## config.mk

```make
export PLATFORM = sky130hd
export DESIGN_NAME = ctr_drbg_ctrl
export DESIGN_NICKNAME = d
export VERILOG_FILES = /design/src/rtl/ctr_drbg_ctrl.sv
export SDC_FILE = /design/constraint.sdc
export NUM_CORES = 1
export LEC_CHECK = 0
export BUFFER_PORTS_ARGS = -buffer_cell sky130_fd_sc_hd__buf_2
export CAP_MARGIN = 5
export CORE_AREA = 2 2 677 679
export DETAILED_ROUTE_END_ITERATION = 12
export DIE_AREA = 0 0 679 681
export SYNTH_ARGS = -nofsm -noshare
export SYNTH_HDL_FRONTEND = slang
export SYNTH_SLANG_ARGS = --single-unit
```

## constraint.sdc

```tcl
create_clock -name clk -period 2.93 [get_ports clk]
set_clock_uncertainty 0.15 [all_clocks]
set_input_delay 0.586 -clock clk [delete_from_list [all_inputs] [get_ports clk]]
set_output_delay 0.586 -clock clk [all_outputs]
set_load 0.02 [all_outputs]
```

## src/rtl/ctr_drbg_ctrl.sv

```systemverilog
// CTR-DRBG command sequencer: holds the working state (Key, V), runs the external
// 1-cycle update datapath and streams GENERATE output blocks over valid/ready.
module ctr_drbg_ctrl #(
  parameter logic [47:0] RESEED_INTERVAL = 48'd1000
) (
  input  logic         clk,
  input  logic         rst_n,
  input  logic         cmd_valid,
  output logic         cmd_ready,
  input  logic [1:0]   cmd_op,
  input  logic [383:0] cmd_seed,
  input  logic [7:0]   cmd_nblocks,
  output logic         out_valid,
  input  logic         out_ready,
  output logic [127:0] out_data,
  output logic         out_last,
  output logic         done,
  output logic         err,
  output logic         instantiated,
  output logic [47:0]  reseed_cnt,
  output logic [255:0] upd_key,
  output logic [127:0] upd_V,
  output logic [383:0] upd_provided_data,
  input  logic [255:0] upd_new_key,
  input  logic [127:0] upd_new_V
);

  localparam logic [1:0] OP_INST   = 2'b00;
  localparam logic [1:0] OP_RESEED = 2'b01;
  localparam logic [1:0] OP_GEN    = 2'b10;

  typedef enum logic [2:0] {
    S_IDLE,
    S_UPD_ISSUE,
    S_UPD_WAIT,
    S_GEN_INC,
    S_GEN_OUT,
    S_DONE
  } state_t;

  state_t         state_q, state_d;
  logic [255:0]   key_q, key_d;
  logic [127:0]   v_q, v_d;
  logic [383:0]   seed_q, seed_d;
  logic [1:0]     op_q, op_d;
  logic [7:0]     nleft_q, nleft_d;
  logic           err_q, err_d;
  logic [47:0]    cnt_q, cnt_d;
  logic           inst_q, inst_d;
  logic           accept_err;

  assign accept_err = (cmd_op == 2'b11)
                   || ((cmd_op != OP_INST) && !inst_q)
                   || ((cmd_op == OP_GEN) && ((cmd_nblocks == 8'd0) || (cnt_q > RESEED_INTERVAL)));

  assign upd_key           = key_q;
  assign upd_V             = v_q;
  assign upd_provided_data = seed_q;
  assign out_data          = v_q ^ key_q[255:128] ^ key_q[127:0];
  assign instantiated      = inst_q;
  assign reseed_cnt        = cnt_q;

  always_comb begin
    state_d   = state_q;
    key_d     = key_q;
    v_d       = v_q;
    seed_d    = seed_q;
    op_d      = op_q;
    nleft_d   = nleft_q;
    err_d     = err_q;
    cnt_d     = cnt_q;
    inst_d    = inst_q;
    cmd_ready = 1'b0;
    out_valid = 1'b0;
    out_last  = 1'b0;
    done      = 1'b0;
    err       = 1'b0;
    case (state_q)
      S_IDLE: begin
        cmd_ready = 1'b1;
        if (cmd_valid) begin
          op_d    = cmd_op;
          seed_d  = cmd_seed;
          nleft_d = cmd_nblocks;
          err_d   = accept_err;
          if (accept_err) begin
            state_d = S_DONE;
          end else if (cmd_op == OP_GEN) begin
            state_d = S_GEN_INC;
          end else begin
            // INSTANTIATE starts the update from an all-zero working state
            if (cmd_op == OP_INST) begin
              key_d = '0;
              v_d   = '0;
            end
            state_d = S_UPD_ISSUE;
          end
        end
      end
      S_UPD_ISSUE: state_d = S_UPD_WAIT;
      S_UPD_WAIT: begin
        key_d   = upd_new_key;
        v_d     = upd_new_V;
        state_d = S_DONE;
        if (op_q == OP_GEN) begin
          if (cnt_q != '1) cnt_d = cnt_q + 48'd1;
        end else begin
          cnt_d = 48'd1;
          if (op_q == OP_INST) inst_d = 1'b1;
        end
      end
      S_GEN_INC: begin
        v_d     = v_q + 128'd1;
        state_d = S_GEN_OUT;
      end
      S_GEN_OUT: begin
        out_valid = 1'b1;
        out_last  = (nleft_q == 8'd1);
        if (out_ready) begin
          if (nleft_q == 8'd1) begin
            state_d = S_UPD_ISSUE;
          end else begin
            nleft_d = nleft_q - 8'd1;
            state_d = S_GEN_INC;
          end
        end
      end
      S_DONE: begin
        done    = 1'b1;
        err     = err_q;
        state_d = S_IDLE;
      end
      default: state_d = S_IDLE;
    endcase
  end

  always_ff @(posedge clk or negedge rst_n) begin
    if (!rst_n) begin
      state_q <= S_IDLE;
      key_q   <= '0;
      v_q     <= '0;
      seed_q  <= '0;
      op_q    <= OP_INST;
      nleft_q <= '0;
      err_q   <= 1'b0;
      cnt_q   <= '0;
      inst_q  <= 1'b0;
    end else begin
      state_q <= state_d;
      key_q   <= key_d;
      v_q     <= v_d;
      seed_q  <= seed_d;
      op_q    <= op_d;
      nleft_q <= nleft_d;
      err_q   <= err_d;
      cnt_q   <= cnt_d;
      inst_q  <= inst_d;
    end
  end

endmodule
```

Yosys cells after proc, flatten, opt, wreduce, memory -nomap -nowiden
Cells that the tools add are included.
- output and inout port bits: 950
- register bits: 831
- input bits: 782
- word-level logic and storage cells: 81
- magnitude comparators: 1
- add/sub/neg operators: 3
- mux-type cells: 27
- reduce and logical (&&, ||, !) cells: 21
- bitwise operators: 3
- eq/ne operators: 17
- operator list (kind ; count):
    256-bit two-way mux ; 4
    128-bit two-way mux ; 4
    256-bit one-hot mux with 2 select lines ; 1
    128-bit one-hot mux with 3 select lines ; 1
    128-bit XOR ; 2
    128-bit by 1-bit adder with 128-bit output (second input constant) ; 1
    48-bit two-way mux ; 2
    48-bit by 1-bit adder with 48-bit output (second input constant) ; 1
    48-bit by 10-bit greater-than comparator with 1-bit output (second input constant) ; 1
    48-bit inequality test (second input constant) ; 1
    8-bit two-way mux ; 3
    8-bit one-hot mux with 2 select lines ; 1
    3-bit one-hot mux with 5 select lines ; 1
    2-bit inequality test (second input constant) ; 6
    5-bit AND reduction ; 2
    3-bit two-way mux ; 3
    8-bit by 1-bit equality test with 1-bit output (second input constant) ; 1
    8-bit zero test ; 1
    8-bit by 1-bit subtractor with 8-bit output (second input constant) ; 1
    2-bit equality test (second input constant) ; 3
    3-bit by 2-bit equality test with 1-bit output (second input constant) ; 2
    3-bit equality test (second input constant) ; 2
    2-bit AND reduction ; 3
    2-bit nonzero test ; 3
    13 further kinds ; 22

Longest topological paths before layout
Gate-level depths: netlist of the first run.
- depth in word-level cells: 7
- depth in mapped cells: 10
- gate-level depth less buffers: 8

Worst setup path after synthesis of the first run
No wires, ideal clock.
- kind: reg-to-reg
- from: reg v_q[0], in the netlist upd_V[0]
- to: reg v_q[124], in the netlist upd_V[124]
- path slack: 0.085 ns
- data required time: 2.649 ns
- stages on the path, launching flop included: 8
- arrival time: 2.564 ns
- path buffers: 0
- path through: dfrtp_1 -> ha_1 -> nand4_1 -> nor2_1 -> nand3_1 -> or4_1 -> nand3_1 -> or3b_1
- cells in the longest elaborated chain, start to end: 2
- RTL lines (what ; line ; RTL):
    start, declared ; 43 ; logic [127:0] v_q, v_d;
    start signal, assigned ; 151 ; v_q <= v_d;
    128-bit by 1-bit adder with 128-bit output ; 113 ; v_d = v_q + 128'd1;
    128-bit one-hot mux with 3 select lines ; 78 ; case (state_q)
No other way between the ends.
A chain may end at the register's enable or synchronous reset.

Final worst setup path of the first run
- from: reg v_q[19], in the netlist upd_V[19]
- to: reg v_q[33], in the netlist upd_V[33]
Same word-level chain as after synthesis.

==> results of run 1 <==
[critical path, cell delays in order, from the launching register on]
cell and delay (ns):
dfrtp_1 0.42, nand2_1 0.13, buf_4 0.19, or4_1 0.61, nor4b_2 0.63, buf_4 0.26
o21ai_0 0.07, a221o_1 0.31
[state kept, by name, indices dropped and copies added, names as in the netlist]
| signal | flops |
|---|---|
| err_q | 1 |
| state_q | 3 |
| upd_provided_data | 384 |
| reseed_cnt | 48 |
| upd_key | 256 |
| upd_V | 128 |
| instantiated | 1 |
| nleft_q | 8 |
| op_q | 2 |
[cell usage in the layout (no fill, tap or decap), drive strengths merged, types with 102 or more instances in the layout]
cell,n
a22o,267
buf,2148
clkbuf,156
dfrtp,831
diode,115
dlygate4sd3,780
nand2,1346
nand3,109
nor2,102
o21ai,109
xnor2,281
[routing by layer]
metal,wire length (um),global-route usage (%),up-vias
met1,159100,19.81,23120
met5,774,0.3853,-
met3,38380,6.210,887
met2,202900,29.95,2714
met4,23720,7.625,82
li1,-,-,19690
[final cells by class]
class | instances | area share (%)
inverter | 33 | 0.1770
sequential | 831 | 29.74
multi-input combinational | 2905 | 24.11
clock inverter | 61 | 1.264
antenna | 115 | 0.4112
clock buffer | 156 | 4.668
tap | 6000 | 10.73
timing repair buffer | 2928 | 28.91
[through the flow]
stage               hold slack (ns)  worst slack (ns)  setup TNS, ns  instance area [um2]
global placement             0.3036           -0.3314         -2.139                57110
finish                      0.07623           0.01881              0                69990
global route               0.004748          0.003627              0                69840
CTS                        0.009524           -0.2204        -0.2204                69550
floorplan                    0.1404           0.08498              0                38420
detailed placement           0.3075           -0.2888         -1.821                57110
[repair_timing]
action	4_1_cts	5_1_grt
hold buffers	780	0
setup endpoints to repair	52	43
pin swaps	2	5
gates resized for setup	71	24
hold endpoints to repair	900	0
buffers inserted	5	4
[how the worst max path moves through the flow]
stage	from	endpoint	slack [ns]	cells after the start
5_1_grt	upd_key[133]	out_data[5]	0.004	4
2_1_floorplan	upd_V[0]	upd_V[124]	0.08	7
3_3_place_gp	upd_V[27]	upd_V[33]	-0.33	7
6_report	upd_V[19]	upd_V[33]	0.02	7
4_1_cts	upd_key[8]	out_data[8]	-0.22	3
3_5_place_dp	upd_V[50]	upd_V[124]	-0.29	8
[report_power, final]
group | internal (mW) | total, mW | leakage, nW | switching (mW)
combinational | 13.8 | 45.0 | 20.0 | 31.2
sequential | 16.1 | 21.0 | 10.6 | 4.86
clock | 9.38 | 15.9 | 2.02 | 6.56
[kinds of logic (layout without fill, tap and decap cells)]
kind of cell	Yosys count	in the layout
compound gates	632	632
xor+xnor	291	291
fa+ha+maj	5	5
buf+inv	313	3178
flops	831	831
mux	14	14
other cells	0	115
simple gates	1963	1963
==> impl_metrics.csv, run 1 <==
group,metric,value,unit
finish,finalCoreUtilization,15.39,%
place,hpwl,371600,um
routing,first_iter_violations,4224,
synth,netlist_top_cells_count,"nand2_1 (1345), dfrtp_1 (831), xnor2_1 (281), a22o_1 (267), clkbuf_1 (233)",
setup_path,cp-end-kind,"register",
grt,grt_pass1_wl,525000,um
routing,vias,46490,
finish,seq_area,20810,um2
clock_network,clock-sinks,831,
timing,setup_viol,0,
synth,synthXorXnorAreaFrac,6.633,%
grt,grt_use_total,17.62,%
routing,viasPerCell,3.568,
clock_network,cts_tree,"done",
min_path,min_to,"upd_V[87]",
routing,drcViolationCount,0,
timing,hold_viol_final,0,
synth,synthMuxAreaShare,0.3680,%
grt,grt_max_degree,82,
run,maxCapViolCount,0,
synth,synth.most_common_cell,"nand2_1",
clock_network,clk_latency,0.88,ns
finish,area_growth,82.16,%
synth,synth_area_per_cell,9.490,um2
finish,fillers,51660,
clock_network,cts_max_path_buffers,4,
setup_path,cp.arrival,3.49,ns
routing,first_pass_iters,7,
routing,ant_nets,0,
setup_path,worstPathMaxFanout,5,
grt,antenna_found_initial,325,
floorplan,initial_utilization,8.447,%
synth,synth-seq-area-share,54.12,%
synth,yosysTopAreaCellShare,54.12,%
floorplan,die_area,462400,um2
synth,synthAdderAreaFrac,0.1628,%
synth,synth_cells,4049,
place,place_inst,11910,
clock_network,h-tree-depth,3,
power,power,81.96,mW
synth,yosys.area_share.simple,22.80,%
synth,synth_compound_area_share,12.47,%
finish,multi_input_area,16870,um2
min_path,hp-start,"upd_new_V[87]",
setup_path,r2r_cells,7,
timing,min_period,2.911,ns
finish,drive_above_1_share,35.54,%
grt,grt_pass1_vias,44830,
timing,grt_setup_unrepaired,"false",
finish,final_nets,7604,
floorplan,rows,248,
finish,fin_cells,13030,
setup_path,worstReg2RegStart,"upd_V[19]",
floorplan,coreArea,454900,um2
power,peakVddDrop,0.5958,mV
synth,synth_largest_area_cell,"dfrtp_1",
synth,ys_ff_latch,831,
synth,async_flop_share,100.0,%
synth,synthesis.area,38420,um2
synth,synth_top_family_by_area,"simple AND/OR/NAND/NOR gates",
setup_path,crit_type,"register to register",
synth,synth_edf_count,0,
clock_network,cts.clk_slew.worst_paths,0.06,ns
min_path,hp-class,"primary input to register",
timing,drv_slew,0,
power,p_per_area,1171,nW/um2
power,p_leak,32.66,nW
timing,timing.final.crit_share,99.36,%
place,gp_congestion,1.027,
floorplan,die_h,681,um
synth,synth.area.top_cells,"dfrtp_1 (54%), nand2_1 (13%), xnor2_1 (6.4%)",
min_path,min_path_cells,3,
clock_network,clockRootBuffer,"clkbuf_16",
routing,routed_wl,424900,um
status,outcome,"completed",
setup_path,worstSetupStartpointType,"register",
timing,slew-limit-headroom,48.79,%
floorplan,io_pins,1732,
synth,ys.flop_type,"dfrtp_1",
synth,synth_fp_nets,4836,
clock_network,cts_made_buffers,118,
setup_path,reg2reg_slack,0.02,ns
timing,tightest_slew,0.7682,ns
place,portBuffers,1731,
timing,timing.fmax,343.5,MHz
synth,yosysUniqueCellTypes,84,
grt,grt.overflow.total,0,
floorplan,die_x,679,um
setup_path,reg2reg_to,"upd_V[33]",
setup_path,required,3.51,ns
synth,ys.warnings.count,0,
routing,wl_per_cell,32.61,um
Power figures use the tool's default switching activity.
==> run 2: changes to the inputs <==
--- a/config.mk
+++ b/config.mk
@@ -10,6 +10,7 @@
 export CORE_AREA = 2 2 677 679
 export DETAILED_ROUTE_END_ITERATION = 12
 export DIE_AREA = 0 0 679 681
+export PLACE_DENSITY = 0.35
 export SYNTH_ARGS = -nofsm -noshare
 export SYNTH_HDL_FRONTEND = slang
 export SYNTH_SLANG_ARGS = --single-unit
==> impl_metrics.csv, run 2 (same netlist as run 1, synthesis figures left out) <==
group,metric,value,unit
run,maxCapViolCount,0,
routing,first_iter_violations,2914,
power,seqPwrFrac,25.6,%
clock_network,clockRootBuffer,"clkbuf_16",
setup_path,worstPathMaxFanout,3,
floorplan,initial_utilization,8.447,%
setup_path,required,2.19,ns
clock_network,cts_made_buffers,124,
clock_network,clk_latency,0.88,ns
power,p_per_area,1157,nW/um2
grt,grt_use_total,15.94,%
timing,grt_setup_unrepaired,"true",
clock_network,h-tree-depth,3,
grt,grt_max_degree,122,
routing,drcViolationCount,0,
power,p_comb_share,53.6,%
floorplan,die_area,462400,um2
floorplan,coreArea,454900,um2
routing,routed_wl,383600,um
clock_network,cts.clk_slew.worst_paths,0.07,ns
status,outcome,"completed",
floorplan,io_pins,1732,
finish,finalCoreUtilization,15.51,%
clock_network,clock-sinks,831,
routing,first_pass_iters,5,
timing,drv_slew,0,
setup_path,crit_type,"register to primary output",
grt,grt_pass1_vias,45620,
place,portBuffers,1731,
finish,area_growth,83.65,%
power,p_leak,33.04,nW
place,gp_congestion,0.9734,
power,p_sw,41.33,mW
timing,min_period,2.915,ns
timing,hold_viol_final,0,
timing,timing.final.crit_share,99.47,%
grt,grt_pass1_wl,486600,um
timing,fin_tns_setup,0,ns
routing,vias,44320,
finish,largest_reg_flops,384,
grt,antenna_found_initial,162,
power,intPower,40.33,mW
clock_network,cts_max_path_buffers,4,
floorplan,rows,248,
timing,setup_viol,0,
floorplan,die_x,679,um
power,switching_share,50.61,%
min_path,hp-class,"primary input to register",
timing,timing.fmax,343.1,MHz
place,hpwl,329700,um
power,peakVddDrop,0.6617,mV
timing,slew-limit-headroom,46.72,%
timing,tightest_slew,0.7992,ns
finish,layout_commonest_cell,"buf_2",
power,clock_power_share,20.8,%
setup_path,worstSetupStartpointType,"register",
routing,wl_per_cell,29.40,um
routing,ant_nets,0,
grt,grt.overflow.total,0,
floorplan,die_h,681,um
clock_network,cts_tree,"done",
setup_path,cp.arrival,2.18,ns
finish,final_cell_mix,"buf_2 (1721), nand2_1 (1341), dfrtp_1 (818), dlygate4sd3_1 (781), buf_4 (424)",
finish,drive_above_1_share,36.24,%
setup_path,cp-end-kind,"primary output",
finish,final_nets,7666,
routing,viasPerCell,3.397,
run 2: path summary, 6_finish.rpt:
kind,from,to,depth (start not counted),slack [ns]
setup reg to reg,upd_V[35],upd_V[110],9,0.03
setup / recovery,upd_key[181],out_data[53],3,0.02
max in group asynchronous,rst_n,upd_provided_data[69],4,1.50
hold reg to reg,upd_provided_data[220],upd_provided_data[220],2,0.32
min in group asynchronous,rst_n,upd_key[15],3,0.34
hold / removal,upd_new_V[124],upd_V[124],3,0.14
run 2: metal layers:
layer	track usage [%]	vias up	routed length [um]
met2	29.15	1703	197400
met5	0	-	265
met1	17.54	22280	144200
li1	-	19760	-
met4	5.554	40	16260
met3	4.406	536	25430
run 2: final cells by class:
cell class / instances / area [um2]
clock buffers: 157 / 3478
diodes: 66 / 165.2
repair buffers: 2984 / 20690
multi-input cells: 2905 / 16760
clock inverters: 72 / 1026
well taps: 6000 / 7507
flip-flops and latches: 831 / 20810
fillers: 51980 / 384300
inverters: 33 / 123.9
run 2: worst max-delay path, cell delays in order, from the launching register on:
cell     delay [ns]
dfrtp_1        0.46
xnor2_1        0.53
xnor2_1        0.18
buf_2          0.18
run 2: metrics by stage:
step / std cells / instance area (um2) / total power [mW] / hold slack (ns) / worst slack (ns)
floorplan: 4049 / 38420 / 39.41 / 0.1404 / 0.08498
global placement: 11960 / 57540 / 64.18 / 0.3061 / -0.1195
detailed placement: 11960 / 57540 / 64.01 / 0.3078 / -0.09517
CTS: 12980 / 70340 / 83.51 / 0.0009179 / -0.05251
global route: 13010 / 70470 / 85.79 / 0.06885 / -0.005750
finish: 13050 / 70560 / 81.66 / 0.1373 / 0.01540
run 2: power by group through the flow:
| stage | clock (mW) | sequential, mW | combinational (mW) |
|---|---|---|---|
| 2_1_floorplan | 0 | 25.0 | 14.4 |
| 3_3_place_gp | 0 | 21.0 | 43.2 |
| 3_5_place_dp | 0 | 21.0 | 43.1 |
| 4_1_cts | 17.7 | 20.9 | 45.0 |
| 5_1_grt | 18.0 | 21.4 | 46.3 |
| 6_report | 17.0 | 20.9 | 43.8 |
run 2: timing repair:
action | CTS | global route
setup buffers | 11 | 1
gates cloned | 0 | 0
endpoints found under the setup margin | 33 | 27
hold buffers | 781 | 0
hold endpoints to repair | 1149 | 0
gates resized for setup | 71 | 12
pin swaps | 9 | 3
